`src/rtl/clock_divider_ctrl.sv`:
```
// Purpose     : run-time controller for a power-of-two clock prescaler (clk / 2^k, k = 1..STAGES),
//               single synchronous counter, no derived clocks; 50% level output plus tick enable.
// Latency     : cfg accepted in IDLE -> first tick 2^k cycles later; ratio changes land on a period boundary.
// Backpressure: o_cfg_ready drops while a change is pending (PEND) and returns when it is applied.
//
// Ports:
//   i_clk        system clock, rising edge
//   i_rst_n      asynchronous active-low reset
//   i_cfg_valid  host config request valid
//   o_cfg_ready  controller can accept config (transfer = valid & ready)
//   i_cfg_div    requested exponent k
//   i_cfg_run    1 = run divider, 0 = stop after current period
//   o_cfg_err    one-cycle pulse: accepted config had illegal k and was discarded
//   o_div_out    divided level, period 2^k cycles, 50% duty
//   o_tick       one-cycle pulse in the last cycle of each period
//   o_active     high while running or holding a pending change
//   o_cur_div    exponent currently applied
module clock_divider_ctrl #(
  parameter  int STAGES    = 5,
  parameter  int RESET_DIV = 5,
  localparam int DIVW      = $clog2(STAGES + 1)
) (
  input  logic            i_clk,
  input  logic            i_rst_n,
  input  logic            i_cfg_valid,
  output logic            o_cfg_ready,
  input  logic [DIVW-1:0] i_cfg_div,
  input  logic            i_cfg_run,
  output logic            o_cfg_err,
  output logic            o_div_out,
  output logic            o_tick,
  output logic            o_active,
  output logic [DIVW-1:0] o_cur_div
);

  typedef enum logic [1:0] {
    S_IDLE = 2'd0,
    S_RUN  = 2'd1,
    S_PEND = 2'd2
  } state_t;

  state_t              r_state;
  state_t              w_state_nxt;
  logic [STAGES-1:0]   r_cnt;
  logic [DIVW-1:0]     r_cur_div;
  logic [DIVW-1:0]     r_pend_div;
  logic                r_pend_run;
  logic                r_cfg_err;

  logic                w_cfg_ready;
  logic                w_accept;
  logic                w_legal;
  logic                w_good;
  logic [STAGES-1:0]   w_mask;
  logic                w_boundary;
  logic [DIVW-1:0]     w_idx;

  assign w_cfg_ready = (r_state != S_PEND);
  assign w_accept    = i_cfg_valid & w_cfg_ready;
  assign w_legal     = (i_cfg_div != '0) && (i_cfg_div <= DIVW'(STAGES));
  assign w_good      = w_accept & w_legal;

  // Terminal count for the current ratio: low cur_div bits set.
  assign w_mask      = ~({STAGES{1'b1}} << r_cur_div);
  assign w_boundary  = (r_state != S_IDLE) && (r_cnt == w_mask);
  assign w_idx       = r_cur_div - DIVW'(1);

  // State register
  always_ff @(posedge i_clk or negedge i_rst_n) begin
    if (!i_rst_n) begin
      r_state <= S_IDLE;
    end else begin
      r_state <= w_state_nxt;
    end
  end

  // Next-state logic
  always_comb begin
    w_state_nxt = r_state;
    case (r_state)
      S_IDLE: begin
        if (w_good && i_cfg_run) begin
          w_state_nxt = S_RUN;
        end
      end
      S_RUN: begin
        if (w_good) begin
          // A request arriving in the tick cycle is applied right away;
          // anything earlier waits so the current period completes.
          if (w_boundary) begin
            w_state_nxt = i_cfg_run ? S_RUN : S_IDLE;
          end else begin
            w_state_nxt = S_PEND;
          end
        end
      end
      S_PEND: begin
        if (w_boundary) begin
          w_state_nxt = r_pend_run ? S_RUN : S_IDLE;
        end
      end
      default: w_state_nxt = S_IDLE;
    endcase
  end

  // Counter, applied ratio, pending request and error pulse
  always_ff @(posedge i_clk or negedge i_rst_n) begin
    if (!i_rst_n) begin
      r_cnt      <= '0;
      r_cur_div  <= DIVW'(RESET_DIV);
      r_pend_div <= '0;
      r_pend_run <= 1'b0;
      r_cfg_err  <= 1'b0;
    end else begin
      r_cfg_err <= w_accept & ~w_legal;
      case (r_state)
        S_IDLE: begin
          r_cnt <= '0;
          if (w_good) begin
            r_cur_div <= i_cfg_div;
          end
        end
        S_RUN: begin
          // Wrapping at the boundary also restarts the phase for a new ratio.
          r_cnt <= w_boundary ? '0 : r_cnt + STAGES'(1);
          if (w_good) begin
            if (w_boundary) begin
              if (i_cfg_run) begin
                r_cur_div <= i_cfg_div;
              end
            end else begin
              r_pend_div <= i_cfg_div;
              r_pend_run <= i_cfg_run;
            end
          end
        end
        S_PEND: begin
          r_cnt <= w_boundary ? '0 : r_cnt + STAGES'(1);
          if (w_boundary) begin
            if (r_pend_run) begin
              r_cur_div <= r_pend_div;
            end
            r_pend_div <= '0;
            r_pend_run <= 1'b0;
          end
        end
        default: begin
          r_cnt <= '0;
        end
      endcase
    end
  end

  // Outputs, decoded from registered state only
  always_comb begin
    o_cfg_ready = w_cfg_ready;
    o_active    = (r_state != S_IDLE);
    o_tick      = w_boundary;
    o_div_out   = (r_state != S_IDLE) && r_cnt[w_idx];
    o_cur_div   = r_cur_div;
    o_cfg_err   = r_cfg_err;
  end

endmodule
```
`config.mk`:
```
export PLATFORM = sky130hd
export DESIGN_NAME = clock_divider_ctrl
export DESIGN_NICKNAME = d
export VERILOG_FILES = /design/src/rtl/clock_divider_ctrl.sv
export SDC_FILE = /design/constraint.sdc
export NUM_CORES = 1
export LEC_CHECK = 0
export ABC_AREA = 1
export BUFFER_PORTS_ARGS = -buffer_cell sky130_fd_sc_hd__clkbuf_2
export CAP_MARGIN = 15
export CORE_MARGIN = 2
export CORE_UTILIZATION = 50
export DETAILED_ROUTE_END_ITERATION = 10
export GPL_TIMING_DRIVEN = 0
export MAX_ROUTING_LAYER = met4
export PLACE_DENSITY = 0.71
export SLEW_MARGIN = 20
export SYNTH_ARGS = -nofsm -noshare
export SYNTH_HDL_FRONTEND = slang
export SYNTH_SLANG_ARGS = --single-unit
export TNS_END_PERCENT = 1
```
`constraint.sdc`:
```
create_clock -name i_clk -period 5.6 [get_ports i_clk]
set_clock_uncertainty 0.2 [all_clocks]
set_input_delay 0.28 -clock i_clk [delete_from_list [all_inputs] [get_ports i_clk]]
set_output_delay 0.28 -clock i_clk [all_outputs]
set_load 0.05 [all_outputs]
```
==> results.cfg <==
[yosys]
synth_area_leader_cell = sky130_fd_sc_hd__dfrtp_1
yosys-top-cells-count = 46 x sky130_fd_sc_hd__nand2_1, 24 x sky130_fd_sc_hd__inv_1, 14 x sky130_fd_sc_hd__nand3_1, 13 x sky130_fd_sc_hd__dfrtp_1, 11 x sky130_fd_sc_hd__nor2_1
synth.ff_latch_count = 15
post-synth-top-count-cell = sky130_fd_sc_hd__nand2_1
synth_nets = 166
synth_enable_flop_cells = 0
synth.yosys.seq_area_share_pct = 34.47
synth_cell_types = 27
avgSynthCellArea_um2 = 7.307
postSynth.topFlopCell = sky130_fd_sc_hd__dfrtp_1
netlist_area_mm2 = 0.001096
ys_warn_count = 0
synth_async_sr_flop_share_pct = 100.0
post_synth_inst_count = 150
yosys-top-cells-area = sky130_fd_sc_hd__dfrtp_1 30%, sky130_fd_sc_hd__nand2_1 16%, sky130_fd_sc_hd__ha_1 10%, sky130_fd_sc_hd__inv_1 8.2%, sky130_fd_sc_hd__nand3_1 6.4%
netlist.area_leader.share_pct = 29.68

[route]
first_pass_iters = 4
dr.first_iter.drc_count = 10
final_antenna_net_count = 0
total_detailed_routing_wirelength_um = 2176
num_vias = 984
routed_via_density = 5.020
post_drt_wl_per_cell_um = 11.10
remaining_drc_errors = 0

[global_route]
grt-ovfl-total = 0
grt_max_degree = 16
grt_pass1_vias = 997
gr-usage-all-layers_pct = 21.62
wire_length_of_the_first_global_routing_pass_um = 4140
number_of_antenna_violations_at_the_first_check_in_global_routing = 0

[setup_path]
worst_ep_required_time_ns = 5.12
worst_path_max_delay_cell = sky130_fd_sc_hd__dfstp_2
crit_path_max_incr_delay_ns = 0.62
timing.reg2reg.worst_path_depth = 11
regToRegSetupSlack_ns = 3.33
worst-path-max-fanout = 9
r2r-start = o_cur_div[0]$_DFFE_PN1P_
regToRegEndpoint = r_pend_div[0]$_DFFE_PN0P_
timing.setup.critical_path_class = reg2out
cp-start-kind = flop
critical_path_arrival_ns = 2.16
critical_path.cell_chain = inv_1 > ha_1 > ha_1 > nand2_1 > nand3_1 > nor2_2 > nand2_4 > inv_1 > clkbuf_2
critPathCaptureType = output pin

[cts]
clock-root-buffer = sky130_fd_sc_hd__clkbuf_4
hold_buffers = 1
post_cts.repair.setup_buffers = 0
cts.sink_count = 15
clock_pin_slew_on_the_worst_setup_and_hold_paths_ns = 0.09
clk-insertion-delay-late_ns = 0.28
cts_inserted_buffers = 3
clockBufferDepth = 2
cts-htree-levels = 1
cts.repair.resized = 0
cts_tree = done

[placed_design]
placed_area_mm2 = 0.001200
dp_hpwl_um = 1665
finalWeightedCongestion = 0.8759
io_buffers = 14

[min_path]
hold-path-cell-count = 5
min_from = i_cfg_div[0]
hold_end = o_cur_div[0]$_DFFE_PN1P_
min_path_type = in2reg

[layout]
finalNetCount = 186
finalCoreUtilization_pct = 61.14
drive_gt1_share_pct = 18.34
syn_to_final_growth_pct = 12.79
diodes = 0
final_design_area_no_fill_mm2 = 0.001236
fillers = 178

[floorplan]
placeableCoreArea_mm2 = 0.002022
ioPinCount = 15
initial_utilization_pct = 54.21
fp-row-count = 16
die_x_um = 50.82
die_h_um = 50.82
die_area_mm2 = 0.002583

[outcome]
outcome = completed

[power]
totalPowerFinal_uw = 748.7
p_clk_share_pct = 8.3
switching_share_pct = 54.89
seq_power_share_pct = 26.2
p_int_uw = 337.8
combPwrFrac_pct = 65.5
static_leakage_nw = 0.6899
power-per-cell-area_mw_per_mm2 = 605.7
power_switching_uw = 411.0
vdd_ir_drop_max_mv = 0.3640

[sta]
rsz0062_at_grt = false
final_hold_violations = 0
achievable-frequency_mhz = 378.6
timing_max_transition_violations_final = 0
min_period_over_period_pct = 47.16
shortest_clock_period_the_worst_path_allows_after_layout_ns = 2.641
setup-violations-final = 0
max_transition_margin_pct = 59.59
worst-slew-pin-transition_ns = 0.6061
timing.setup.tns_ns = 0

[flow_run]
cap_violations = 0
[cells in the final DEF (no fill, tap or decap), drive strengths merged, types with 5 or more instances in the layout]
cell type  synthesis  layout
nand3             14      14
inv               25      25
clkbuf             0      18
ha                 9       9
nor2              13      13
a21oi              6       6
dfrtp             13      13
o21ai              5       5
nand2             50      50
[state kept, by name, summed over array words and instances (netlist names)]
| register | cells |
|---|---|
| r_cnt | 5 |
| o_cur_div | 3 |
| r_pend_div | 3 |
| r_state | 2 |
| o_cfg_err | 1 |
| r_pend_run | 1 |
[metal layers]
| layer | wire length, um | GRT usage (%) |
|---|---|---|
| met1 | 939 | 25.47 |
| met2 | 1133 | 38.60 |
| met3 | 83 | 2.632 |
| met4 | 19 | 6.757 |
| met5 | 0 | - |
[power groups by stage]
stage	logic [mW]	registers (mW)	clock network, mW
2_1_floorplan	0.364	0.226	0
3_3_place_gp	0.479	0.197	0
3_5_place_dp	0.490	0.199	0
4_1_cts	0.495	0.197	0.0639
5_1_grt	0.559	0.202	0.0699
6_report	0.491	0.196	0.0619
[logic make-up after synthesis]
kind of cell	after synthesis	share of synthesized area, %
compound gates	16	11.30
xor+xnor	3	2.398
fa+ha+maj	9	10.27
buf+inv	26	8.904
flops	15	34.47
simple gates	81	32.65
[worst max path at each step]
stage / cells after the start / to / startpoint / slack [ns]
6_report: 9 / o_tick / o_cur_div[0]$_DFFE_PN1P_ / 2.96
5_1_grt: 11 / o_tick / o_cur_div[0]$_DFFE_PN1P_ / 2.82
4_1_cts: 9 / o_tick / o_cur_div[0]$_DFFE_PN1P_ / 2.94
3_5_place_dp: 9 / o_tick / o_cur_div[0]$_DFFE_PN1P_ / 3.26
3_3_place_gp: 9 / o_tick / o_cur_div[0]$_DFFE_PN1P_ / 3.28
2_1_floorplan: 8 / o_tick / o_cur_div[0]$_DFFE_PN1P_ / 3.19
[worst max-delay path, delay by kind of cell, from the launching register on]
kind / cells / cell delay [ns]
adder cells (fa/ha/maj): 2 / 0.41
buffers and inverters: 3 / 0.39
flip-flops: 1 / 0.62
AND/OR/NAND/NOR: 4 / 0.47
[metrics by stage]
step	hold slack, ns	worst slack (ns)	std cells
after floorplan	-0.2156	3.185	150
after global placement	0.01106	3.276	191
after detailed placement	0.02025	3.259	191
after CTS	0.1306	2.936	196
after global routing	0.1363	2.817	196
final	0.1306	2.959	196
[layout make-up]
cell class              count  area, um2  share of cell area [%]
repair buffers             15      80.08                   6.478
well taps                  27      33.78                   2.733
flip-flops and latches     15      377.9                   30.57
inverters                  25      93.84                   7.591
multi-input cells         109      620.6                   50.20
clock buffers               4      26.28                   2.125
plain buffers               1      3.754                  0.3036
No activity file was read; power rests on OpenSTA's default activity.
